[src/rtl/scan_test_ctrl.sv]
`default_nettype none
// ============================================================================
// Module   : scan_test_ctrl
// Purpose  : Scan-test sequencer for an attached CHAIN_LEN-bit mux-D scan
//            chain. Each accepted start runs load -> capture -> unload ->
//            compare, reports pass/fail and keeps a saturating fail count.
// Ports    : clk, rst         - clock, synchronous active-high reset
//            start_i          - run request (sampled in IDLE only)
//            pattern_i        - stimulus, latched on start acceptance
//            expected_i       - expected response, latched on acceptance
//            scan_en_o        - chain shift enable (1 = shift)
//            scan_in_o        - serial data into chain bit 0
//            scan_out_i       - serial data from chain bit CHAIN_LEN-1
//            busy_o           - high in LOAD, CAPTURE, UNLOAD
//            done_o           - one-cycle end-of-run pulse
//            pass_o           - result of last completed run
//            captured_o       - response unloaded in last run
//            fail_count_o     - failed runs since reset, saturates at 255
// Revision : 1.0 - initial release
// ============================================================================
module scan_test_ctrl #(
  parameter int CHAIN_LEN = 4,
  parameter int CNT_W     = 3
) (
  input  logic                 clk,
  input  logic                 rst,
  input  logic                 start_i,
  input  logic [CHAIN_LEN-1:0] pattern_i,
  input  logic [CHAIN_LEN-1:0] expected_i,
  output logic                 scan_en_o,
  output logic                 scan_in_o,
  input  logic                 scan_out_i,
  output logic                 busy_o,
  output logic                 done_o,
  output logic                 pass_o,
  output logic [CHAIN_LEN-1:0] captured_o,
  output logic [7:0]           fail_count_o
);

  typedef enum logic [2:0] {
    S_IDLE    = 3'd0,
    S_LOAD    = 3'd1,
    S_CAPTURE = 3'd2,
    S_UNLOAD  = 3'd3,
    S_DONE    = 3'd4
  } state_t;

  localparam logic [CNT_W-1:0] c_LAST = CNT_W'(CHAIN_LEN - 1);
  localparam logic [CNT_W-1:0] c_ONE  = CNT_W'(1);

  state_t               state_q;
  logic [CNT_W-1:0]     cnt_q;
  logic [CHAIN_LEN-1:0] pat_q;      // remaining stimulus bits, next bit in MSB
  logic [CHAIN_LEN-1:0] exp_q;
  logic [CHAIN_LEN-1:0] shift_q;    // response assembled so far, first sample moves toward MSB
  logic                 scan_en_q;
  logic                 scan_in_q;
  logic                 busy_q;
  logic                 done_q;
  logic                 pass_q;
  logic [CHAIN_LEN-1:0] captured_q;
  logic [7:0]           fail_count_q;

  // Next value of the assembled response, including the sample taken on the
  // current edge. On the final unload edge this is the complete response.
  logic [CHAIN_LEN-1:0] captured_d;
  logic [7:0]           fail_count_d;

  assign captured_d   = {shift_q[CHAIN_LEN-2:0], scan_out_i};
  assign fail_count_d = (fail_count_q == 8'hFF) ? fail_count_q : fail_count_q + 8'd1;

  always_ff @(posedge clk) begin
    if (rst) begin
      state_q      <= S_IDLE;
      cnt_q        <= '0;
      pat_q        <= '0;
      exp_q        <= '0;
      shift_q      <= '0;
      scan_en_q    <= 1'b0;
      scan_in_q    <= 1'b0;
      busy_q       <= 1'b0;
      done_q       <= 1'b0;
      pass_q       <= 1'b0;
      captured_q   <= '0;
      fail_count_q <= '0;
    end else begin
      done_q <= 1'b0;
      case (state_q)
        S_IDLE: begin
          if (start_i) begin
            // First stimulus bit (MSB) is presented in load cycle 0, so it is
            // registered here; the rest stay queued in pat_q.
            pat_q     <= {pattern_i[CHAIN_LEN-2:0], 1'b0};
            exp_q     <= expected_i;
            cnt_q     <= '0;
            scan_en_q <= 1'b1;
            scan_in_q <= pattern_i[CHAIN_LEN-1];
            busy_q    <= 1'b1;
            state_q   <= S_LOAD;
          end
        end

        S_LOAD: begin
          if (cnt_q == c_LAST) begin
            cnt_q     <= '0;
            scan_en_q <= 1'b0;
            scan_in_q <= 1'b0;
            state_q   <= S_CAPTURE;
          end else begin
            cnt_q     <= cnt_q + c_ONE;
            scan_in_q <= pat_q[CHAIN_LEN-1];
            pat_q     <= {pat_q[CHAIN_LEN-2:0], 1'b0};
          end
        end

        S_CAPTURE: begin
          cnt_q     <= '0;
          scan_en_q <= 1'b1;
          scan_in_q <= 1'b0;
          state_q   <= S_UNLOAD;
        end

        S_UNLOAD: begin
          shift_q <= captured_d;
          if (cnt_q == c_LAST) begin
            cnt_q      <= '0;
            scan_en_q  <= 1'b0;
            busy_q     <= 1'b0;
            done_q     <= 1'b1;
            captured_q <= captured_d;
            pass_q     <= (captured_d == exp_q);
            if (captured_d != exp_q) begin
              fail_count_q <= fail_count_d;
            end
            state_q    <= S_DONE;
          end else begin
            cnt_q <= cnt_q + c_ONE;
          end
        end

        S_DONE: begin
          state_q <= S_IDLE;
        end

        default: begin
          scan_en_q <= 1'b0;
          scan_in_q <= 1'b0;
          busy_q    <= 1'b0;
          state_q   <= S_IDLE;
        end
      endcase
    end
  end

  assign scan_en_o    = scan_en_q;
  assign scan_in_o    = scan_in_q;
  assign busy_o       = busy_q;
  assign done_o       = done_q;
  assign pass_o       = pass_q;
  assign captured_o   = captured_q;
  assign fail_count_o = fail_count_q;

endmodule
`default_nettype wire

[config.mk]
export PLATFORM = sky130hd
export DESIGN_NAME = scan_test_ctrl
export DESIGN_NICKNAME = d
export VERILOG_FILES = /design/src/rtl/scan_test_ctrl.sv
export SDC_FILE = /design/constraint.sdc
export NUM_CORES = 1
export LEC_CHECK = 0
export CORE_AREA = 2 2 66 68
export DETAILED_ROUTE_END_ITERATION = 16
export DIE_AREA = 0 0 68 70
export GPL_TIMING_DRIVEN = 0
export PLACE_DENSITY = 0.67
export SYNTH_ARGS = -nofsm -noshare
export SYNTH_HDL_FRONTEND = slang
export SYNTH_SLANG_ARGS = --single-unit
[constraint.sdc]
create_clock -name clk -period 1.8 [get_ports clk]
set_input_delay 0.45 -clock clk [delete_from_list [all_inputs] [get_ports clk]]
set_output_delay 0.45 -clock clk [all_outputs]
set_load 0.02 [all_outputs]
==> run summary, run 1 <==
status = complete, no violations
CP peak stage delay = 0.62 ns
final worst path period need = 1.73 ns
Hold Path Cell Cnt = 2
Hold Path Sink = captured_o[2]
die width = 68 µm
cells along the critical path = clkdlybuf4s50_1
Max Fclk = 579 MHz
DR WL/cell = 12.0 µm
total track usage = 14.9%
Vias/cell = 4.90
max_cap viols = 0
largest net degree at the start of global routing = 11
Final ANT Viol Nets = 0
DRC Markers = 0
Worst Reg-to-Reg Cells = 7
Hold Startpoint = captured_o[2]
endpoints failing hold = 0
design area = 2050 µm²
Worst-Skew Late Latency = 0.28 ns
FF+latch count, synth = 33
# IOs = 29
Yosys warnings = 0
Lkg Pwr = 0.833 nW
most common cell after layout, fill and taps aside = dfxtp_1
row count = 24
Worst Tran Pin Value = 0.478 ns
worst reg2reg setup slack = 0.14 ns
HP Class = reg2reg
die footprint = 4760 µm²
1st-iter DRT viols = 84
WL final = 3.18 mm
n_diodes = 0
Critical-path top delay cell = clkdlybuf4s50_1
vias in the first global route = 1182
sequential power share = 49.4%
Placed Cells incl. Taps = 255
Max rail drop VDD = 0.478 mV
switching share of power = 23.9%
final worst slack = 0.0739 ns
fin util = 49.5%
layout cell share with drive strength beyond 1 = 12.3%
CP required = 1.35 ns
H-Tree Depth = 2
Worst-path clk slew = 0.07 ns
crit-path leading delay family = buffers and inverters
Seq/Total Area, Yosys = 42.6%
RR Endpoint = fail_count_o[7]
CTS Root Cell = clkbuf_8
Cell variety after synth = 37
RSZ-0062 raised after global routing = false
first-pass GRT wire length = 5.35 mm
GPL Wtd Cong = 0.868
detailed placement HPWL = 2.24 mm
clock buffer depth = 2
cell area after synthesis = 1550 µm²
Pwr per Cell Area = 756 nW/µm²
DR vias = 1293
initial core utilization = 37.4%
initial antenna violation count = 0
final global-route overflow total = 0
syn_nets = 190
crit-path max FO = 4
Clock Skews = 0.00379 ns
Critical R2R Launch = cnt_q[0]
Die Y = 70 µm
Switching Power = 0.371 mW
worst slack at placement = -0.480 ns
Comb pwr share = 10.9%
Post-Syn Area per Cell = 8.82 µm²
critical path class = reg2out
Buffers & Inverters on Critical Path = 1
worst endpoint data arrival time = 1.28 ns
relative slew slack = 68.1%
hold buffer count at CTS = 0
Layout Area Growth over Synthesis = 32.1%
most frequent cells in the layout = dfxtp_1, nor2_1, nand2_1
internal power = 1.18 mW
IO buf count = 27
Final setup viols = 0
Placed Instance Area = 1890 µm²
CTS Buf Count = 5
Clock Power Share = 39.7%
cells after synthesis = 176
clock sink count = 33
Slew Limit Fails = 0
CP Capture Type = primary output
Finished Layout Cells = 264
CTS tree = built
startpoint types = register
1st-pass router iterations = 4
core footprint = 4140 µm²
Final period util = 95.9%
Tot Pwr = 1.55 mW
NumNets Final = 225
[layout make-up]
class                      count  area [µm²]
sequential                    33         661
multi-input combinational    131         856
fill                         420        2090
tap                           52        65.1
buffer                         9        56.3
clock buffer                   7        96.3
inverter                       3        11.3
clock inverter                 1        5.00
timing repair buffer          28         299
[cells by family (layout without fill, tap and decap cells)]
family,Yosys count,count (layout),share of synthesized area (%)
simple gates,85,85,29.6
xor+xnor,8,8,4.52
fa+ha+maj,2,2,1.61
buf+inv,12,48,4.11
mux,7,7,4.52
compound gates,29,29,13.1
flops,33,33,42.6
[power groups by stage]
stage               clock [mW]  sequential [mW]  combinational, mW
global placement             0            0.781              0.149
floorplan                    0            0.786             0.0916
CTS                      0.637            0.765              0.166
finish                   0.615            0.765              0.169
detailed placement           0            0.781              0.152
global route             0.672            0.768              0.189
[routing by layer]
layer  wire length, µm  global-route usage (%)  up-vias
met2              1450                    22.0       26
met1              1500                    19.6      592
met5                 0                       0        -
li1                  -                       -      671
met4                59                    6.00        0
met3               172                    5.48        4
[worst min-delay path, stage by stage, from the launching register on]
cell,delay [ns]
dfxtp_1,0.31
nand2_1,0.05
a21oi_1,0.05
[state kept, by name (all words and copies together), names as in the netlist]
signal / flops
busy_o: 1
captured_o: 4
cnt_q: 3
done_o: 1
exp_q: 4
fail_count_o: 8
pass_o: 1
pat_q: 3
scan_en_o: 1
scan_in_o: 1
shift_q: 3
state_q: 3
[cells in the mapped netlist, drive strengths merged]
cell type	n	area share [%]
o22ai	2	0.81
a22oi	1	0.48
a21oi	15	5.1
nand3	10	3.2
nor4b	1	0.97
nor2	32	8.2
nor3	7	3.2
a311oi	2	1.1
nand2b	4	1.6
nor2b	1	0.40
o21ai	2	0.65
o21a	1	0.48
nor4	2	2.7
and2b	1	0.48
a32oi	1	0.56
and2	1	0.40
nand2	22	6.4
o311ai	1	1.7
ha	2	1.6
dfxtp	33	43
a31o	2	1.1
xnor2	3	1.7
nor3b	2	0.97
a2bb2oi	1	0.56
inv	3	0.73
or2	1	0.40
mux2i	7	4.5
and3b	1	0.56
clkbuf	6	1.5
a211oi	1	0.48
xor2	5	2.8
buf	3	1.9
[worst max-delay path by stage]
stage,from,endpoint,cells past startpoint
after global placement,scan_out_i,fail_count_o[1],6
after floorplan,fail_count_o[0],fail_count_o[2],5
final,busy_o,busy_o,1
after CTS,cnt_q[0],fail_count_o[6],7
after global routing,fail_count_o[1],fail_count_o[1],1
after detailed placement,scan_out_i,fail_count_o[1],6
[repair_timing]
action	CTS	global route
gates resized for setup	3	11
gates cloned	0	0
buffers inserted	1	0
setup endpoints to repair	11	12
pin swaps	1	3
[stage by stage]
stage | hold WS [ns] | setup TNS, ns
2_1_floorplan | 0.446 | 0
3_3_place_gp | 0.450 | -4.27
3_5_place_dp | 0.453 | -4.51
4_1_cts | 0.463 | 0
5_1_grt | 0.483 | 0
6_report | 0.461 | 0
Power figures use the tool's default switching activity.
==> inputs of run 2 (changes only) <==
==> config.mk (replaced) <==
export PLATFORM = sky130hd
export DESIGN_NAME = scan_test_ctrl
export DESIGN_NICKNAME = d
export VERILOG_FILES = /design/src/rtl/scan_test_ctrl.sv
export SDC_FILE = /design/constraint.sdc
export NUM_CORES = 1
export LEC_CHECK = 0
export ABC_AREA = 1
export CORE_AREA = 2 2 59 61
export DETAILED_ROUTE_END_ITERATION = 16
export DIE_AREA = 0 0 61 63
export GPL_TIMING_DRIVEN = 0
export MAX_ROUTING_LAYER = met4
export PLACE_DENSITY = 0.8
export SYNTH_ARGS = -nofsm -noshare
export SYNTH_HDL_FRONTEND = slang
export SYNTH_SLANG_ARGS = --single-unit
==> run summary, run 2 <==
switching share of power = 28.1% (+4.2 points)
Final ANT Viol Nets = 0 (unchanged)
cell taking the most area after synthesis = dfxtp_1
Max rail drop VDD = 0.496 mV (+3.7%)
crit-path leading delay family = buffers and inverters
H-Tree Depth = 2 (unchanged)
fin util = 60.0% (+11 points)
ys flop type = dfxtp_1
Worst Tran Pin Value = 0.448 ns (-0.0294 ns)
count leader, synth = nand2_1
Yosys warnings = 0 (unchanged)
vias in the first global route = 1296 (+9.6%)
met3 Track Usage GR = 5.59% (+0.12 points)
grt met1 use = 24.6% (+5.1 points)
core footprint = 3230 µm² (-22%)
endpoints failing hold = 0 (unchanged)
cell area after synthesis = 1550 µm² (unchanged)
DR vias = 1489 (+15%)
RSZ-0062 raised after global routing = false
Lkg Pwr = 0.932 nW (+12%)
# IOs = 29 (unchanged)
cells along the critical path = clkdlybuf4s50_1
most frequent cells in the layout = nand2_1, inv_1, dfxtp_1
CP peak stage delay = 0.61 ns (about the same)
Synth area leaders = dfxtp_1, nand2_1, inv_1
CP Capture Type = primary output
CTS tree = built
Async S/R FF share, synth = 0% (unchanged)
cells after synthesis = 222 (+26%)
Final period util = 97.2% (+1.3 points)
die width = 61 µm (-10%)
1st-iter DRT viols = 62 (-26%)
Worst-path clk slew = 0.10 ns (+0.03 ns)
global-route layer with the greatest usage = met2
total track usage = 19.5% (+4.6 points)
Tot Pwr = 1.46 mW (-5.7%)
share of Yosys cell area claimed by the top area cell type = 42.6% (unchanged)
sequential power share = 54.3% (+4.9 points)
Seq/Total Area, Yosys = 42.6% (unchanged)
layout cell share with drive strength beyond 1 = 7.39% (-4.9 points)
clock buffer depth = 2 (unchanged)
Post-Syn Area per Cell = 6.99 µm² (-21%)
Setup Buffers After CTS = 0 (-1)
Switching Power = 0.411 mW (+11%)
max FFs per register = 8 (unchanged)
CTS Root Cell = clkbuf_4
Comb pwr share = 16.7% (+5.8 points)
Clock Skews = 0.00910 ns (+0.00531 ns)
DRC Markers = 0 (unchanged)
row count = 21 (-13%)
GPL Wtd Cong = 0.872 (+0.39%)
first-pass GRT wire length = 5.54 mm (+3.6%)
syn_nets = 236 (+24%)
n_diodes = 0 (unchanged)
Max Fclk = 571 MHz (-1.4%)
most common cell after layout, fill and taps aside = nand2_1
Synth top cells by count = nand2_1, inv_1, dfxtp_1, a21oi_1, nor2_1
HP Class = reg2reg
detailed placement HPWL = 2.36 mm (+5.4%)
1st-pass router iterations = 4 (unchanged)
Buffers & Inverters on Critical Path = 1 (unchanged)
Critical-path top delay cell = clkdlybuf4s50_1
status = complete, no violations
Pwr per Cell Area = 752 nW/µm² (-0.42%)
Clock Power Share = 29.0% (-11 points)
Slew Limit Fails = 0 (unchanged)
Worst-Skew Late Latency = 0.34 ns (+0.06 ns)
critical path class = reg2out
internal power = 1.05 mW (-11%)
Layout Area Growth over Synthesis = 25.1%
startpoint types = register
relative slew slack = 70.1% (+2.0 points)
Vias/cell = 4.91 (+0.34%)
initial core utilization = 48.0% (+11 points)
final worst path period need = 1.75 ns (+0.0238 ns)
EDFF count, synth = 0 (unchanged)
worst endpoint data arrival time = 1.30 ns (+0.02 ns)
Crit path depth = 1 (unchanged)
Cell variety after synth = 26 (-30%)
WL final = 3.14 mm (-1.2%)
Die Y = 63 µm (-10%)
NumNets Final = 271 (+20%)
final global-route overflow total = 0 (unchanged)
die footprint = 3840 µm² (-19%)
clock sink count = 33 (unchanged)
max_cap viols = 0 (unchanged)
crit-path max FO = 2 (-2)
CTS Buf Count = 5 (unchanged)
initial antenna violation count = 0 (unchanged)
hold slack = 0.452 ns (-0.00914 ns)
largest net degree at the start of global routing = 11 (unchanged)
Final setup viols = 0 (unchanged)
IO buf count = 28 (+3.7%)
CP required = 1.35 ns (about the same)
DR WL/cell = 10.4 µm (-14%)
GRT met2 Usage = 29.2% (+7.2 points)
FF+latch count, synth = 33 (unchanged)
Hold Path Cell Cnt = 2 (unchanged)
Worst Reg-to-Reg Cells = 8 (+1)
==> run 2: changes by cell type after synthesis, sizes merged, moves of 3 or more <==
cell / delta
o21ai: +18
a21oi: +7
xor2: -4
nand2: +32
mux2i: -7
nand4: +6
nor3: -6
inv: +33
clkbuf: -3
nand3: +3
nor2: -7
nand2b: -4
==> run 2: cell type report <==
cell class / count / area (µm²)
tap: 46 / 57.6
timing repair buffer: 28 / 277
buffer: 5 / 33.8
multi-input combinational: 148 / 722
clock buffer: 7 / 55.1
fill: 317 / 1290
sequential: 33 / 661
inverter: 36 / 135
==> run 2: timing repair <==
item / 4_1_cts / 5_1_grt
setup endpoints to repair: 7 / 2
resized for setup: 7 / 2
endpoints found under the hold margin: 0 / 0
hold buffers: 0 / 0
pin swaps: 0 / 0
==> run 2: layer usage <==
metal,vias to the layer above,part of all wire (%)
met5,-,0
met4,0,1.8
met3,6,5.5
met2,36,47
met1,669,45
li1,778,-
==> run 2: power by group through the flow <==
stage	sequential [mW]	clock [mW]	combinational [mW]
after floorplan	0.816	0	0.153
after global placement	0.808	0	0.238
after detailed placement	0.809	0	0.244
after CTS	0.793	0.438	0.245
after global routing	0.797	0.478	0.278
final	0.793	0.424	0.243
==> run 2: final timing paths <==
kind         startpoint         endpoint  slack, ns
max              pass_o           pass_o       0.05
min            pat_q[3]         pat_q[3]       0.45
max reg2reg    cnt_q[0]  fail_count_o[4]       0.24
min reg2reg    pat_q[3]         pat_q[3]       0.45
==> run 2: per-stage QoR <==
step / cell area [µm²] / cells / TNS, ns / setup slack [ns]
floorplan: 1550 / 222 / 0 / 0.346
global placement: 1890 / 296 / -0.794 / -0.126
detailed placement: 1890 / 296 / -0.975 / -0.162
CTS: 1940 / 303 / 0 / 0.0228
global route: 1940 / 303 / 0 / 0.00312
finish: 1940 / 303 / 0 / 0.0501
==> run 2: cells by family after synthesis <==
group           count (synthesis)  share of synthesized area, %
xor+xnor                        2                          1.13
buf+inv                        41                          10.9
flops                          33                          42.6
compound gates                 44                          14.5
simple gates                  100                          29.3
fa+ha+maj                       2                          1.61
==> inputs of run 3 (changes only) <==
--- a/config.mk
+++ b/config.mk
@@ -7,6 +7,7 @@
 export LEC_CHECK = 0
 export ABC_AREA = 1
 export CORE_AREA = 2 2 59 61
+export CTS_CLUSTER_SIZE = 30
 export DETAILED_ROUTE_END_ITERATION = 16
 export DIE_AREA = 0 0 61 63
 export GPL_TIMING_DRIVEN = 0
==> results of run 3 <==
Same layout as run 2: the final DEF is identical, and so are final timing and power.
